## config.mk

```make
export PLATFORM = sky130hd
export DESIGN_NAME = soc_trace_event_decoder_flat
export DESIGN_NICKNAME = d
export VERILOG_FILES = /design/src/rtl/soc_trace_event_decoder_pkg.sv /design/src/rtl/soc_trace_event_decoder_if.sv /design/src/rtl/soc_trace_event_decoder_fifo.sv /design/src/rtl/soc_trace_event_decoder.sv /design/src/flat_wrapper.sv
export SDC_FILE = /design/constraint.sdc
export NUM_CORES = 1
export LEC_CHECK = 0
export CAP_MARGIN = 25
export CORE_ASPECT_RATIO = 1.25
export CORE_UTILIZATION = 30
export DETAILED_ROUTE_END_ITERATION = 7
export SYNTH_ARGS = -nofsm -noshare
export SYNTH_HDL_FRONTEND = slang
export SYNTH_SLANG_ARGS = --single-unit
export TNS_END_PERCENT = 30
```

## constraint.sdc

```tcl
create_clock -name clk -period 16.95 [get_ports clk]
set_input_delay 4.2375 -clock clk [delete_from_list [all_inputs] [get_ports clk]]
set_output_delay 4.2375 -clock clk [all_outputs]
set_load 0.1 [all_outputs]
```

## src/rtl/soc_trace_event_decoder_pkg.sv

```systemverilog
// ---------------------------------------------------------------------------
// soc_trace_event_pkg
// Shared types and constants for the trace event decoder slice.
//   XLEN / INSN_W   : trace data and instruction widths
//   evt_type_t      : event kind carried on the event stream
//   trace_event_t   : one buffered event {type, r3 value, marker pc}
//   NOP_*_DFLT      : default marker instruction encodings
// ---------------------------------------------------------------------------
package soc_trace_event_pkg;

    localparam int XLEN   = 32;
    localparam int INSN_W = 32;

    localparam logic [INSN_W-1:0] NOP_EXIT_DFLT   = 32'h1501_0001;
    localparam logic [INSN_W-1:0] NOP_REPORT_DFLT = 32'h1501_0002;
    localparam logic [INSN_W-1:0] NOP_PUTC_DFLT   = 32'h1501_0004;

    typedef enum logic [1:0] {
        EVT_PUTC   = 2'd0,
        EVT_REPORT = 2'd1,
        EVT_EXIT   = 2'd2
    } evt_type_t;

    typedef struct packed {
        evt_type_t         t;
        logic [XLEN-1:0]   data;
        logic [XLEN-1:0]   pc;
    } trace_event_t;

endpackage

```

## src/rtl/soc_trace_event_decoder_if.sv

```systemverilog
// ---------------------------------------------------------------------------
// soc_trace_event_decoder_if
// Bundles the retired-instruction trace bus and the outgoing event stream.
//   slave  : decoder side  (consumes trace, produces events)
//   master : environment   (drives trace, sinks events)
// ---------------------------------------------------------------------------
interface soc_trace_event_decoder_if;
    import soc_trace_event_pkg::*;

    // retired-instruction trace
    logic              tr_valid;
    logic [XLEN-1:0]   tr_pc;
    logic [INSN_W-1:0] tr_insn;
    logic              tr_wben;
    logic [4:0]        tr_wbreg;
    logic [XLEN-1:0]   tr_wbdata;

    // event stream
    logic              evt_valid;
    logic              evt_ready;
    evt_type_t         evt_type;
    logic [XLEN-1:0]   evt_data;
    logic [XLEN-1:0]   evt_pc;

    modport slave (
        input  tr_valid, tr_pc, tr_insn, tr_wben, tr_wbreg, tr_wbdata,
        input  evt_ready,
        output evt_valid, evt_type, evt_data, evt_pc
    );

    modport master (
        output tr_valid, tr_pc, tr_insn, tr_wben, tr_wbreg, tr_wbdata,
        output evt_ready,
        input  evt_valid, evt_type, evt_data, evt_pc
    );

endinterface

```

## src/rtl/soc_trace_event_decoder_fifo.sv

```systemverilog
// ---------------------------------------------------------------------------
// soc_trace_event_fifo
// Synchronous FIFO of trace_event_t.
//   clk, rst  : clock, synchronous active-high reset (flushes pointers)
//   push_i    : write din_i (accepted when not full, or when popping)
//   din_i     : event to store
//   pop_i     : remove head (ignored when empty)
//   dout_o    : head event, all-zero while empty
//   full_o    : no free slot
//   empty_o   : no stored event
// ---------------------------------------------------------------------------
module soc_trace_event_fifo
    import soc_trace_event_pkg::*;
#(
    parameter int DEPTH = 4
) (
    input  logic         clk,
    input  logic         rst,
    input  logic         push_i,
    input  trace_event_t din_i,
    input  logic         pop_i,
    output trace_event_t dout_o,
    output logic         full_o,
    output logic         empty_o
);

    localparam int AW = $clog2(DEPTH);

    // One extra pointer bit distinguishes full from empty when indices match.
    logic [AW:0]  wr_ptr_q, wr_ptr_d;
    logic [AW:0]  rd_ptr_q, rd_ptr_d;
    trace_event_t mem_q [DEPTH];

    logic push_ok;
    logic pop_ok;

    assign empty_o = (wr_ptr_q == rd_ptr_q);
    assign full_o  = (wr_ptr_q[AW] != rd_ptr_q[AW]) &&
                     (wr_ptr_q[AW-1:0] == rd_ptr_q[AW-1:0]);

    // A pop in the same cycle frees the slot the push lands in.
    assign push_ok = push_i && (!full_o || pop_i);
    assign pop_ok  = pop_i && !empty_o;

    always_comb begin
        wr_ptr_d = wr_ptr_q;
        rd_ptr_d = rd_ptr_q;
        if (push_ok) wr_ptr_d = wr_ptr_q + 1'b1;
        if (pop_ok)  rd_ptr_d = rd_ptr_q + 1'b1;
    end

    always_ff @(posedge clk) begin
        if (rst) begin
            wr_ptr_q <= '0;
            rd_ptr_q <= '0;
        end else begin
            wr_ptr_q <= wr_ptr_d;
            rd_ptr_q <= rd_ptr_d;
        end
    end

    // Storage needs no reset: the head is masked while empty.
    always_ff @(posedge clk) begin
        if (push_ok) mem_q[wr_ptr_q[AW-1:0]] <= din_i;
    end

    assign dout_o = empty_o ? '0 : mem_q[rd_ptr_q[AW-1:0]];

endmodule

```

## src/rtl/soc_trace_event_decoder.sv

```systemverilog
// ---------------------------------------------------------------------------
// soc_trace_event_decoder
// Shadows r3 from one core's retired-instruction trace, decodes marker NOPs
// (EXIT/REPORT/PUTC) into a buffered event stream, and latches termination.
//   clk, rst       : clock, synchronous active-high reset
//   bus (slave)    : trace inputs tr_*, event stream evt_valid/ready/type/data/pc
//   r3_o           : current r3 shadow
//   terminated_o   : sticky, EXIT marker retired
//   exit_code_o    : r3 value at EXIT
//   term_all_i     : terminated flags of all cores (including this one)
//   all_done_o     : sticky, this core terminated and all cores terminated
//   drop_cnt_o     : saturating count of events lost to a full FIFO
// ---------------------------------------------------------------------------
module soc_trace_event_decoder
    import soc_trace_event_pkg::*;
#(
    parameter int                FIFO_DEPTH = 4,
    parameter logic [INSN_W-1:0] NOP_EXIT   = NOP_EXIT_DFLT,
    parameter logic [INSN_W-1:0] NOP_REPORT = NOP_REPORT_DFLT,
    parameter logic [INSN_W-1:0] NOP_PUTC   = NOP_PUTC_DFLT,
    parameter int                TERM_NUM   = 8
) (
    input  logic                   clk,
    input  logic                   rst,
    soc_trace_event_decoder_if.slave bus,
    output logic [XLEN-1:0]        r3_o,
    output logic                   terminated_o,
    output logic [XLEN-1:0]        exit_code_o,
    input  logic [TERM_NUM-1:0]    term_all_i,
    output logic                   all_done_o,
    output logic [15:0]            drop_cnt_o
);

    logic [XLEN-1:0] r3_q, r3_d;
    logic            terminated_q, terminated_d;
    logic [XLEN-1:0] exit_code_q, exit_code_d;
    logic            all_done_q, all_done_d;
    logic [15:0]     drop_cnt_q, drop_cnt_d;

    logic            r3_wr;
    logic [XLEN-1:0] operand;
    logic            decode_en;
    logic            push;
    trace_event_t    push_evt;
    trace_event_t    head_evt;
    logic            fifo_full;
    logic            fifo_empty;
    logic            pop;
    logic            drop;

    assign r3_wr = bus.tr_valid && bus.tr_wben && (bus.tr_wbreg == 5'd3);

    // The marker sees the r3 value as of its own retirement, so a write in
    // the same trace entry takes priority over the stored shadow.
    assign operand   = r3_wr ? bus.tr_wbdata : r3_q;
    assign decode_en = bus.tr_valid && !terminated_q;

    always_comb begin
        push          = 1'b0;
        push_evt      = '0;
        push_evt.pc   = bus.tr_pc;
        push_evt.data = operand;
        if (decode_en) begin
            if (bus.tr_insn == NOP_PUTC) begin
                push          = 1'b1;
                push_evt.t    = EVT_PUTC;
                push_evt.data = {{(XLEN-8){1'b0}}, operand[7:0]};
            end else if (bus.tr_insn == NOP_REPORT) begin
                push       = 1'b1;
                push_evt.t = EVT_REPORT;
            end else if (bus.tr_insn == NOP_EXIT) begin
                push       = 1'b1;
                push_evt.t = EVT_EXIT;
            end
        end
    end

    soc_trace_event_fifo #(
        .DEPTH (FIFO_DEPTH)
    ) u_fifo (
        .clk     (clk),
        .rst     (rst),
        .push_i  (push),
        .din_i   (push_evt),
        .pop_i   (pop),
        .dout_o  (head_evt),
        .full_o  (fifo_full),
        .empty_o (fifo_empty)
    );

    assign pop  = !fifo_empty && bus.evt_ready;
    assign drop = push && fifo_full && !pop;

    always_comb begin
        r3_d         = r3_q;
        terminated_d = terminated_q;
        exit_code_d  = exit_code_q;
        all_done_d   = all_done_q;
        drop_cnt_d   = drop_cnt_q;

        if (r3_wr) r3_d = bus.tr_wbdata;

        // EXIT terminates even when its event cannot be buffered.
        if (decode_en && (bus.tr_insn == NOP_EXIT)) begin
            terminated_d = 1'b1;
            exit_code_d  = operand;
        end

        if (drop && (drop_cnt_q != 16'hFFFF)) drop_cnt_d = drop_cnt_q + 16'd1;

        if (terminated_q && (&term_all_i)) all_done_d = 1'b1;
    end

    always_ff @(posedge clk) begin
        if (rst) begin
            r3_q         <= '0;
            terminated_q <= 1'b0;
            exit_code_q  <= '0;
            all_done_q   <= 1'b0;
            drop_cnt_q   <= '0;
        end else begin
            r3_q         <= r3_d;
            terminated_q <= terminated_d;
            exit_code_q  <= exit_code_d;
            all_done_q   <= all_done_d;
            drop_cnt_q   <= drop_cnt_d;
        end
    end

    assign bus.evt_valid = !fifo_empty;
    assign bus.evt_type  = head_evt.t;
    assign bus.evt_data  = head_evt.data;
    assign bus.evt_pc    = head_evt.pc;

    assign r3_o         = r3_q;
    assign terminated_o = terminated_q;
    assign exit_code_o  = exit_code_q;
    assign all_done_o   = all_done_q;
    assign drop_cnt_o   = drop_cnt_q;

endmodule

```

## src/flat_wrapper.sv

```systemverilog
// flat-port wrapper written by rule: the top's interface ports become plain ports
module soc_trace_event_decoder_flat import soc_trace_event_pkg::*;
#(
    parameter int                FIFO_DEPTH = 4,
    parameter logic [INSN_W-1:0] NOP_EXIT   = NOP_EXIT_DFLT,
    parameter logic [INSN_W-1:0] NOP_REPORT = NOP_REPORT_DFLT,
    parameter logic [INSN_W-1:0] NOP_PUTC   = NOP_PUTC_DFLT,
    parameter int                TERM_NUM   = 8
)
  (clk, rst, r3_o, terminated_o, exit_code_o, term_all_i, all_done_o, drop_cnt_o, bus_tr_valid, bus_tr_pc, bus_tr_insn, bus_tr_wben, bus_tr_wbreg, bus_tr_wbdata, bus_evt_ready, bus_evt_valid, bus_evt_type, bus_evt_data, bus_evt_pc);
  soc_trace_event_decoder_if bus_i ();
  input  logic clk;
  input  logic rst;
  output logic [XLEN-1:0] r3_o;
  output logic terminated_o;
  output logic [XLEN-1:0] exit_code_o;
  input  logic [TERM_NUM-1:0] term_all_i;
  output logic all_done_o;
  output logic [15:0] drop_cnt_o;
  input wire logic [$bits(bus_i.tr_valid)-1:0] bus_tr_valid;
  input wire logic [$bits(bus_i.tr_pc)-1:0] bus_tr_pc;
  input wire logic [$bits(bus_i.tr_insn)-1:0] bus_tr_insn;
  input wire logic [$bits(bus_i.tr_wben)-1:0] bus_tr_wben;
  input wire logic [$bits(bus_i.tr_wbreg)-1:0] bus_tr_wbreg;
  input wire logic [$bits(bus_i.tr_wbdata)-1:0] bus_tr_wbdata;
  input wire logic [$bits(bus_i.evt_ready)-1:0] bus_evt_ready;
  output wire logic [$bits(bus_i.evt_valid)-1:0] bus_evt_valid;
  output wire logic [$bits(bus_i.evt_type)-1:0] bus_evt_type;
  output wire logic [$bits(bus_i.evt_data)-1:0] bus_evt_data;
  output wire logic [$bits(bus_i.evt_pc)-1:0] bus_evt_pc;
  assign bus_i.tr_valid = bus_tr_valid;
  assign bus_i.tr_pc = bus_tr_pc;
  assign bus_i.tr_insn = bus_tr_insn;
  assign bus_i.tr_wben = bus_tr_wben;
  assign bus_i.tr_wbreg = bus_tr_wbreg;
  assign bus_i.tr_wbdata = bus_tr_wbdata;
  assign bus_i.evt_ready = bus_evt_ready;
  assign bus_evt_valid = bus_i.evt_valid;
  assign bus_evt_type = bus_i.evt_type;
  assign bus_evt_data = bus_i.evt_data;
  assign bus_evt_pc = bus_i.evt_pc;
  soc_trace_event_decoder #(.FIFO_DEPTH(FIFO_DEPTH), .NOP_EXIT(NOP_EXIT), .NOP_REPORT(NOP_REPORT), .NOP_PUTC(NOP_PUTC), .TERM_NUM(TERM_NUM)) u_core (.clk(clk), .rst(rst), .bus(bus_i), .r3_o(r3_o), .terminated_o(terminated_o), .exit_code_o(exit_code_o), .term_all_i(term_all_i), .all_done_o(all_done_o), .drop_cnt_o(drop_cnt_o));
endmodule
```

==> flow_metrics.env <==
export IMPL_chipHeight_um=243.3
export IMPL_viasPerCell=4.763
export IMPL_worstMarginPinSlew_ps=1080
export IMPL_p_leak_nw=5.969
export IMPL_drc=0
export IMPL_start_util=0.3037
export IMPL_cts_setup_buffers=0
export IMPL_synthTopCellsByCount="edfxtp_1, dfxtp_1, nor2_1"
export IMPL_synthMuxAreaShare=0.1388
export IMPL_max_slew_margin_rel=0.2776
export IMPL_antenna_found_initial=2
export IMPL_gp_congestion=0.7654
export IMPL_layout_drive_gt1_share=0.1307
export IMPL_critPathCaptureType="primary output"
export IMPL_die_w_um=195.1
export IMPL_synth_most_common_cell="edfxtp_1"
export IMPL_grt_pass1_vias=8765
export IMPL_crit_slowest_cell="clkdlybuf4s50_1"
export IMPL_yosys_warnings=0
export IMPL_status="complete, no violations"
export IMPL_dr_pass1_iters=6
export IMPL_hpwl_um=21290
export IMPL_synth_edf_count=264
export IMPL_clock_fmax_mhz=122.9
export IMPL_synth_fa_ha_area_frac=0.005371
export IMPL_via_count=8373
export IMPL_clkSinkCount=354
export IMPL_grt_use_met1=0.1740
export IMPL_report_final_slew_viol_count=0
export IMPL_cts_hold_buf=0
export IMPL_postSynthAreaPerCell_um2=15.90
export IMPL_coreArea_mm2=0.04602
export IMPL_fp_row_count=88
export IMPL_io_pins=263
export IMPL_synth_top_family_by_area="multiplexers"
export IMPL_yosys_area_share_xor_xnor=0.003760
export IMPL_finalCriticalPeriod_ps=8138
export IMPL_synth_top_area_share=0.5672
export IMPL_cap_violations=0
export IMPL_setup_viol=0
export IMPL_cts_made_buffers=37
export IMPL_cts_tree="yes"
export IMPL_skew_ps=17.51
export IMPL_cpLargestDelayFamily="buffers and inverters"
export IMPL_required_ps=12710
export IMPL_netlist_area_mm2=0.01398
export IMPL_wl_per_cell_um=19.38
export IMPL_ys_seq_elements=354
export IMPL_dieArea_mm2=0.04746
export IMPL_synth_compound_area_share=0.01558
export IMPL_worst_slack_ps=8812
export IMPL_synth_flop_cell="edfxtp_1"
export IMPL_portBuffers=262
export IMPL_clkTransAtPathRegs_ps=60
export IMPL_use_met2=0.2532
export IMPL_cts_max_path_buffers=3
export IMPL_synth_cell_types=42
export IMPL_yosysTopAreaCell="edfxtp_1"
export IMPL_clk_latency_ps=530
export IMPL_cpPeakStageDelay_ps=990
export IMPL_yosysSeqAreaShare=0.6961
export IMPL_finalSetupTns_ps=0
export IMPL_htree_levels=2
export IMPL_powerDensity_mw_per_mm2=96.39
export IMPL_syn_nets=999
export IMPL_grt_usage=0.1442
export IMPL_arrival_ps=3900
export IMPL_peakVddDrop_mv=0.06239
export IMPL_grt_pass1_wl_um=51880
export IMPL_met3_usage=0.03682
export IMPL_grt_overflow=0
export IMPL_rsz0062_at_grt="false"
export IMPL_synthCells=879
export IMPL_crit_path_cell_trace="buf_4 > mux4_2 > and2_1 > clkdlybuf4s50_1"
export IMPL_hp_class="reg2reg"
export IMPL_cts_resized=0
export IMPL_final_util=0.4037
export IMPL_grt_max_degree=85
export IMPL_cp_max_fo=40
export IMPL_startpoint_type="flop"
export IMPL_cts_root_buf="clkbuf_16"
export IMPL_gr_max_usage_layer="met2"
export IMPL_path_buf_inv=2
export IMPL_area_growth_pct=32.92
export IMPL_crit_type="reg2out"
export IMPL_period_share=0.4801
export IMPL_fillers=4262
export IMPL_drtIter0Drc=312
export IMPL_ys_top_cells_by_area="edfxtp_1, dfxtp_1, mux4_2, and2_1, mux2i_1"
export IMPL_synth_async_reset_ratio=0
export IMPL_hold_viol=0
export IMPL_routed_wl_um=34070
export IMPL_nets=1263
export IMPL_ant_nets=0
export IMPL_synth_simple_area_share=0.1235
export IMPL_pre_cts_slack_ps=8970
## cells by family (layout without fill, tap and decap cells)
family	Yosys count	after routing
other	0	2
multiplexers	110	110
XOR/XNOR	6	6
adder cells (fa/ha/maj)	6	6
flip-flops	354	354
AO/OA/AOI/OAI	37	37
buffers and inverters	59	351
AND/OR/NAND/NOR	307	307
## per-stage QoR
| stage | instances | area [um2] | hold slack, ps | power, W |
|---|---|---|---|---|
| after floorplan | 879 | 13980 | 469.5 | 0.0009535 |
| after global placement | 1684 | 17220 | 456.8 | 0.0009864 |
| after detailed placement | 1688 | 17330 | 458.5 | 0.0009873 |
| after CTS | 1755 | 18570 | 476.1 | 0.001819 |
| after global routing | 1757 | 18580 | 495.8 | 0.001855 |
| final | 1758 | 18580 | 474.4 | 0.001791 |
## worst register-to-register path: cells and delay by family (launching register included)
kind	cells	cell delay, ps
AND/OR/NAND/NOR	4	2000
buffers and inverters	1	600
flip-flops	1	340
## layout make-up
type / instances / area [um2] / area share
Tap cell: 585 / 732.0 / 0.03940
Antenna cell: 2 / 5.005 / 0.0002694
Inverter: 7 / 26.28 / 0.001414
Timing Repair Buffer: 277 / 2813 / 0.1514
Sequential cell: 354 / 9737 / 0.5241
Clock buffer: 47 / 1036 / 0.05576
Clock inverter: 20 / 202.7 / 0.01091
Multi-Input combinational cell: 466 / 4028 / 0.2168
## cell usage in the layout, fill, tap and decap left out, drive strengths merged, types with 2 or more instances in the layout
| cell type | instances |
|---|---|
| a21oi | 16 |
| edfxtp | 264 |
| o21ai | 9 |
| o31ai | 10 |
| and2 | 69 |
| ha | 6 |
| clkinv | 13 |
| nand2 | 30 |
| nand4 | 11 |
| nor4bb | 2 |
| clkinvlp | 2 |
| nor2b | 11 |
| nand2b | 3 |
| mux4 | 66 |
| dfxtp | 90 |
| nor2 | 74 |
| nand3b | 25 |
| mux2 | 10 |
| clkbuf | 47 |
| mux2i | 34 |
| nand3 | 11 |
| or3 | 31 |
| xnor2 | 3 |
| inv | 8 |
| and3 | 2 |
| nor3 | 5 |
| nor4b | 6 |
| nor4 | 10 |
| buf | 16 |
| xor2 | 3 |
| diode | 2 |
| bufinv | 4 |
| or4 | 11 |
| clkdlybuf4s50 | 261 |
## sequential cells by signal, indices dropped and copies added (netlist names), named ones only
name and flops:
u_core.drop_cnt_o 16, u_core.u_fifo.mem_q 264, u_core.u_fifo.rd_ptr_q 3, u_core.all_done_o 1
u_core.terminated_o 1, u_core.u_fifo.wr_ptr_q 3, u_core.exit_code_o 32, u_core.r3_o 32
## worst paths after layout
path	startpoint	endpoint	slack [ps]	cells after the start
worst max-delay path	flop	bus_evt_data[24]	8810	4
worst max register to register	u_core.terminated_o	u_core.u_fifo.mem_q[2][61]	13630	5
worst min register to register	u_core.exit_code_o[14]	u_core.exit_code_o[14]	470	2
worst min-delay path	u_core.exit_code_o[14]	u_core.exit_code_o[14]	470	2
## where the power goes
part | leakage, nW | switching, W | internal [W]
Sequential | 2.84 | 0.000000145 | 0.000924
Combinational | 2.53 | 0.0000176 | 0.0000264
Clock | 0.602 | 0.000329 | 0.000494
Total | 5.97 | 0.000346 | 0.00144
## layer usage
metal / part of all wire / up-vias
met5: 0 / -
met4: 0.020 / 0
met3: 0.062 / 48
met2: 0.51 / 240
met1: 0.41 / 4197
li1: - / 3888
Note: power is estimated with default switching activity, not from simulation.
